[config.mk]
export PLATFORM = sky130hd
export DESIGN_NAME = sd_cmd_phys
export DESIGN_NICKNAME = d
export VERILOG_FILES = /design/src/rtl/sd_cmd_phys.sv
export SDC_FILE = /design/constraint.sdc
export NUM_CORES = 1
export LEC_CHECK = 0
export CORE_UTILIZATION = 40
export DETAILED_ROUTE_END_ITERATION = 16
export GPL_TIMING_DRIVEN = 0
export SLEW_MARGIN = 5
export SYNTH_ARGS = -nofsm -noshare
export SYNTH_HDL_FRONTEND = slang
export SYNTH_SLANG_ARGS = --single-unit
export TNS_END_PERCENT = 10
[constraint.sdc]
create_clock -name SD_clk -period 3.9 [get_ports SD_clk]
set_input_delay 0.975 -clock SD_clk [delete_from_list [all_inputs] [get_ports SD_clk]]
set_output_delay 0.975 -clock SD_clk [all_outputs]
set_load 0.01 [all_outputs]
[src/rtl/sd_cmd_phys.sv]
// sd_cmd_phys: SD CMD-line physical layer. It serialises a 48-bit command frame with a
// generated CRC7. If a response is expected, it then releases the line, captures a
// 48-bit response and checks it.
// Ports:
//   SD_clk, RST_L                   clock (rising edge) and async active-low reset
//   cmd_start/cmd_index/cmd_arg     command request from sd_host
//   resp_en                         1 = expect a 48-bit response
//   cmd_in / cmd_out / cmd_oe       CMD line receive, drive value, drive enable
//   busy, done                      transfer in progress, one-cycle completion pulse
//   resp_index, resp_arg            received response fields
//   crc_err, timeout_err            response error flags, valid with done
module sd_cmd_phys #(
  parameter int TIMEOUT = 64,
  parameter int NCR_MIN = 2
) (
  input  logic        SD_clk,
  input  logic        RST_L,
  input  logic        cmd_start,
  input  logic [5:0]  cmd_index,
  input  logic [31:0] cmd_arg,
  input  logic        resp_en,
  input  logic        cmd_in,
  output logic        cmd_out,
  output logic        cmd_oe,
  output logic        busy,
  output logic        done,
  output logic [5:0]  resp_index,
  output logic [31:0] resp_arg,
  output logic        crc_err,
  output logic        timeout_err
);
  localparam int CW = TIMEOUT > 48 ? $clog2(TIMEOUT) : 6;
  typedef enum logic [2:0] {IDLE, TX, TURN, WAIT, RX, DONE} state_t;
  state_t      state_q, state_d;
  logic [CW-1:0] cnt_q, cnt_d;
  logic [39:0] tx_q, tx_d;
  logic [6:0]  crc_q, crc_d;
  logic [45:0] rx_q, rx_d;
  logic        en_q, en_d;
  logic [5:0]  idx_q, idx_d;
  logic [31:0] arg_q, arg_d;
  logic        cerr_q, cerr_d;
  logic        terr_q, terr_d;
  logic        fb, tx_bit;
  logic [6:0]  crc_step;
  logic [46:0] rx_full;
  // Transmit order: 40 payload bits from the shift register, then the CRC shifted out
  // MSB first, then the end bit.
  assign tx_bit      = cnt_q >= CW'(8) ? tx_q[39] : (cnt_q != '0 ? crc_q[6] : 1'b1);
  // One serial step of the x^7+x^3+1 CRC. It runs over the outgoing bit in TX and
  // over the incoming bit otherwise.
  assign fb          = (state_q == TX ? tx_q[39] : cmd_in) ^ crc_q[6];
  assign crc_step    = {crc_q[5:3], crc_q[2] ^ fb, crc_q[1:0], fb};
  // Response bits 46..0, including the bit being sampled on this edge.
  assign rx_full     = {rx_q, cmd_in};
  assign cmd_oe      = state_q == TX;
  assign cmd_out     = cmd_oe ? tx_bit : 1'b1;
  assign busy        = state_q inside {TX, TURN, WAIT, RX};
  assign done        = state_q == DONE;
  assign resp_index  = idx_q;
  assign resp_arg    = arg_q;
  assign crc_err     = cerr_q;
  assign timeout_err = terr_q;
  always_ff @(posedge SD_clk or negedge RST_L) begin
    if (!RST_L) begin
      state_q <= IDLE;
      cnt_q   <= '0;
      tx_q    <= '0;
      crc_q   <= '0;
      rx_q    <= '0;
      en_q    <= 1'b0;
      idx_q   <= '0;
      arg_q   <= '0;
      cerr_q  <= 1'b0;
      terr_q  <= 1'b0;
    end else begin
      state_q <= state_d;
      cnt_q   <= cnt_d;
      tx_q    <= tx_d;
      crc_q   <= crc_d;
      rx_q    <= rx_d;
      en_q    <= en_d;
      idx_q   <= idx_d;
      arg_q   <= arg_d;
      cerr_q  <= cerr_d;
      terr_q  <= terr_d;
    end
  end
  always_comb begin
    state_d = state_q;
    cnt_d   = cnt_q;
    tx_d    = tx_q;
    crc_d   = crc_q;
    rx_d    = rx_q;
    en_d    = en_q;
    idx_d   = idx_q;
    arg_d   = arg_q;
    cerr_d  = cerr_q;
    terr_d  = terr_q;
    case (state_q)
      IDLE: if (cmd_start) begin
        state_d = TX;
        cnt_d   = CW'(47);
        tx_d    = {2'b01, cmd_index, cmd_arg};
        crc_d   = '0;
        en_d    = resp_en;
        cerr_d  = 1'b0;
        terr_d  = 1'b0;
      end
      TX: begin
        tx_d    = cnt_q >= CW'(8) ? {tx_q[38:0], 1'b0} : tx_q;
        crc_d   = cnt_q >= CW'(8) ? crc_step : {crc_q[5:0], 1'b0};
        state_d = cnt_q != '0 ? TX : (en_q ? TURN : DONE);
        cnt_d   = cnt_q != '0 ? cnt_q - 1'b1 : CW'(NCR_MIN - 1);
      end
      TURN: begin
        state_d = cnt_q != '0 ? TURN : WAIT;
        cnt_d   = cnt_q != '0 ? cnt_q - 1'b1 : CW'(TIMEOUT - 1);
      end
      WAIT: begin
        // A response start bit is 0, so the CRC state is still zero after it.
        crc_d = '0;
        if (!cmd_in) begin
          state_d = RX;
          cnt_d   = CW'(46);
        end else if (cnt_q == '0) begin
          state_d = DONE;
          terr_d  = 1'b1;
        end else begin
          cnt_d = cnt_q - 1'b1;
        end
      end
      RX: begin
        rx_d  = rx_full[45:0];
        crc_d = cnt_q >= CW'(8) ? crc_step : crc_q;
        cnt_d = cnt_q - 1'b1;
        if (cnt_q == '0) begin
          state_d = DONE;
          cerr_d  = (rx_full[7:1] != crc_q) | rx_full[46] | ~rx_full[0];
          idx_d   = rx_full[45:40];
          arg_d   = rx_full[39:8];
        end
      end
      DONE:    state_d = IDLE;
      default: state_d = IDLE;
    endcase
  end
endmodule

==> impl_metrics.yaml <==
floorplan:
  die_w_um: 127
  ioPinCount: 87
  core-area_sq_mm: 0.0153
  initial_utilization_pct: 41.1
  num_rows: 45
  dieHeight_um: 127
  dieArea_sq_mm: 0.0162
final_layout:
  syn2layout_area_growth_pct: 27.6
  layout.nets: 752
  fillers: 1399
  multi_input_area_sq_mm: 0.00249
  drive_gt1_share_pct: 14.4
  regArea_sq_mm: 0.00358
  antenna_cells: 0
routing:
  wire_per_inst_um: 13.9
  drt_pre_antenna_iters: 6
  drc_errors: 0
  vias: 4493
  route.antenna.remaining_nets: 0
  postRouteWirelength_um: 12900
  vias_per_cell: 4.83
  drt_iter0_markers: 312
logic_synthesis:
  synth_area_sq_mm: 0.00627
  synth_seq_cells: 143
  synth-main-ff-cell: "dfrtp_1"
  synthesis.instances: 601
  synth.top_cell.area_share_pct: 57.1
  synth.most_common_cell: "nand2_1"
  seq_area_frac_synth_pct: 57.1
  synthArstFlopShare_pct: 100
  yosysTopAreaCell: "dfrtp_1"
  synth_fp_nets: 646
  synth.avg_cell_area_sq_um: 10.4
  synth_area_leaders: "dfrtp_1 57%, nand2_1 11%, mux2_2 6.6%"
  ys_top_cells_by_count: "188 x nand2_1, 143 x dfrtp_1, 47 x o21ai_0, 38 x mux2i_1, 37 x mux2_2"
  yosys_warnings: 0
  synth_edf_count: 0
  synth_cell_types: 53
power_and_ir_drop:
  p_total_mw: 5.01
  switching_share_pct: 32.5
  power_frac_seq_pct: 39.2
  p_clk_share_pct: 30.6
  ir_worst_vdd_v: 0.000396
  p_per_area_mw_per_mm2: 627
  power_frac_comb_pct: 30.2
  p_switching_mw: 1.63
  internal-power_mw: 3.38
  power_leakage_nw: 3.76
global_routing:
  grt.overflow.total: 0
  track_usage_pct: 17.4
  grt_pass1_wl_um: 22200
  grtUsageMet1_pct: 22.9
  met2_usage_pct: 28.2
  grt_antenna_before_repair: 0
  busiest_layer: "met2"
  grt_pass1_vias: 4567
  use_met3_pct: 4.73
  grt_max_degree: 100
placement:
  numPortBuffers: 86
  place_ws_ps: 867
  hpwl_um: 9040
  place.gp.congestion: 0.831
sta:
  worst_slew_pin_slew_ps: 852
  max_freq_mhz: 296
  slew_viol_final: 0
  min_period_ps: 3380
  setup_tns_ps: 0
  final_hold_viol_count: 0
  grt_setup_unrepaired: "false"
  post-route-period-util_pct: 86.6
  relSlewSlack_pct: 43.0
  setup_viol_count_final: 0
  fin_skew_ps: 12.6
  worst_slack_ps: 522
clocking:
  cts_setup_buffers: 0
  post_cts_resized: 0
  clk_pin_slew_worst_paths_ps: 60
  cts_tree: "done"
  cts_root_buffer: "clkbuf_16"
  h-tree-depth: 4
  clock_sinks: 143
  ctsHoldBuffers: 0
  clockBufferDepth: 2
  clk_latency_ps: 410
  cts_buffers: 17
setup_path:
  crit_arrival_ps: 2400
  crit_family: "buffers and inverters"
  start_kind: "flop"
  crit_buf_inv: 2
  ff2ff_path_depth: 6
  slowest_delay_ps: 580
  cp-end-kind: "output pin"
  cp_slowest_cell: "clkdlybuf4s50_1"
  path_cells: "inv_1, ha_1, nor3b_1, nor3_1, o21ai_0, clkdlybuf4s50_1"
  critPathMaxFanout: 4
  crit_required_ps: 2920
  critical_path_class: "reg -> out"
  cp.depth: 6
job:
  maxCapViolCount: 0
min_path:
  hold_path.class: "in -> async"
status:
  outcome: "finished clean"
worst reg2reg max path, stage by stage, from the launching register on:
cell     delay [ps]
dfrtp_1         390
inv_1           120
ha_1            180
nor3b_1         480
nand3_1         340
buf_2           310
mux2_1          330
layer usage:
| metal | vias to the layer above | share of wire [%] |
|---|---|---|
| met2 | 70 | 48 |
| met4 | 0 | 0.72 |
| li1 | 2246 | - |
| met1 | 2170 | 48 |
| met5 | - | 0 |
| met3 | 7 | 3.5 |
sequential cells by signal (all words and copies together) (netlist names):
name / count
cnt_q: 6
resp_arg: 32
crc_err: 1
timeout_err: 1
tx_q: 40
en_q: 1
state_q: 3
crc_q: 7
resp_index: 6
rx_q: 46
layout by cell type (no fill, tap or decap), types with 2 or more instances in the layout:
master	instances
a2bb2oi_1	2
and2_1	2
mux2_2	37
mux2_1	2
clkinv_2	4
nand2b_1	5
dfrtp_1	143
xnor2_1	7
nor2b_1	2
and3b_1	2
nand3b_1	4
nor2_1	10
buf_2	22
clkbuf_1	11
or3_1	2
clkbuf_8	7
inv_6	2
mux2i_1	38
a211oi_1	8
clkdlybuf4s50_1	85
nand2_1	188
o21bai_1	2
buf_6	3
nand3_1	11
a21oi_1	12
ha_1	2
nor3_1	5
nor3b_1	3
inv_1	4
a32oi_1	2
xor2_1	2
clkbuf_16	17
o21ai_0	47
stage by stage:
step	utilization [%]	cell area (sq um)	hold slack (ps)	std cells
after CTS	52.4	8000	483	931
final	52.4	8000	479	931
after detailed placement	48.7	7420	470	899
after global placement	48.5	7390	462	898
after global routing	52.4	8000	505	931
after floorplan	-	6270	437	601
cell families after synthesis:
| family | Yosys count | share of synthesized area, % |
|---|---|---|
| adders and majority gates | 2 | 0.399 |
| AOI/OAI and AO/OA | 86 | 8.28 |
| buffers and inverters | 40 | 3.15 |
| xor gates and xnor gates | 9 | 1.26 |
| muxes | 77 | 13.1 |
| and+or+nand+nor | 244 | 16.8 |
| DFF | 143 | 57.1 |
path summary, 6_finish.rpt:
check	start	endpoint	slack, ps
worst max-delay path	cnt_q[0]	cmd_out	520
min in group SD_clk	tx_q[34]	tx_q[34]	480
worst min-delay path	RST_L	tx_q[4]	480
worst max register to register	cnt_q[0]	resp_index[1]	1640
worst min register to register	tx_q[34]	tx_q[34]	480
max in group asynchronous	RST_L	rx_q[35]	2620
power groups by stage:
| stage | registers [mW] | clock network [mW] | logic (mW) |
|---|---|---|---|
| 6_report | 1.96 | 1.53 | 1.51 |
| 5_1_grt | 2.00 | 1.64 | 1.72 |
| 4_1_cts | 1.96 | 1.57 | 1.54 |
| 3_5_place_dp | 1.99 | 0 | 1.53 |
| 3_3_place_gp | 1.98 | 0 | 1.48 |
| 2_1_floorplan | 1.93 | 0 | 1.14 |
area by class of cell:
class / count / share of cell area, %
clock buffer: 25 / 6.57
timing repair buffer: 87 / 11.1
sequential: 143 / 44.7
multi-input combinational: 418 / 31.2
tap: 211 / 3.30
clock inverter: 7 / 0.610
buffer: 35 / 2.22
inverter: 5 / 0.250
(Power assumes the default switching activity.)
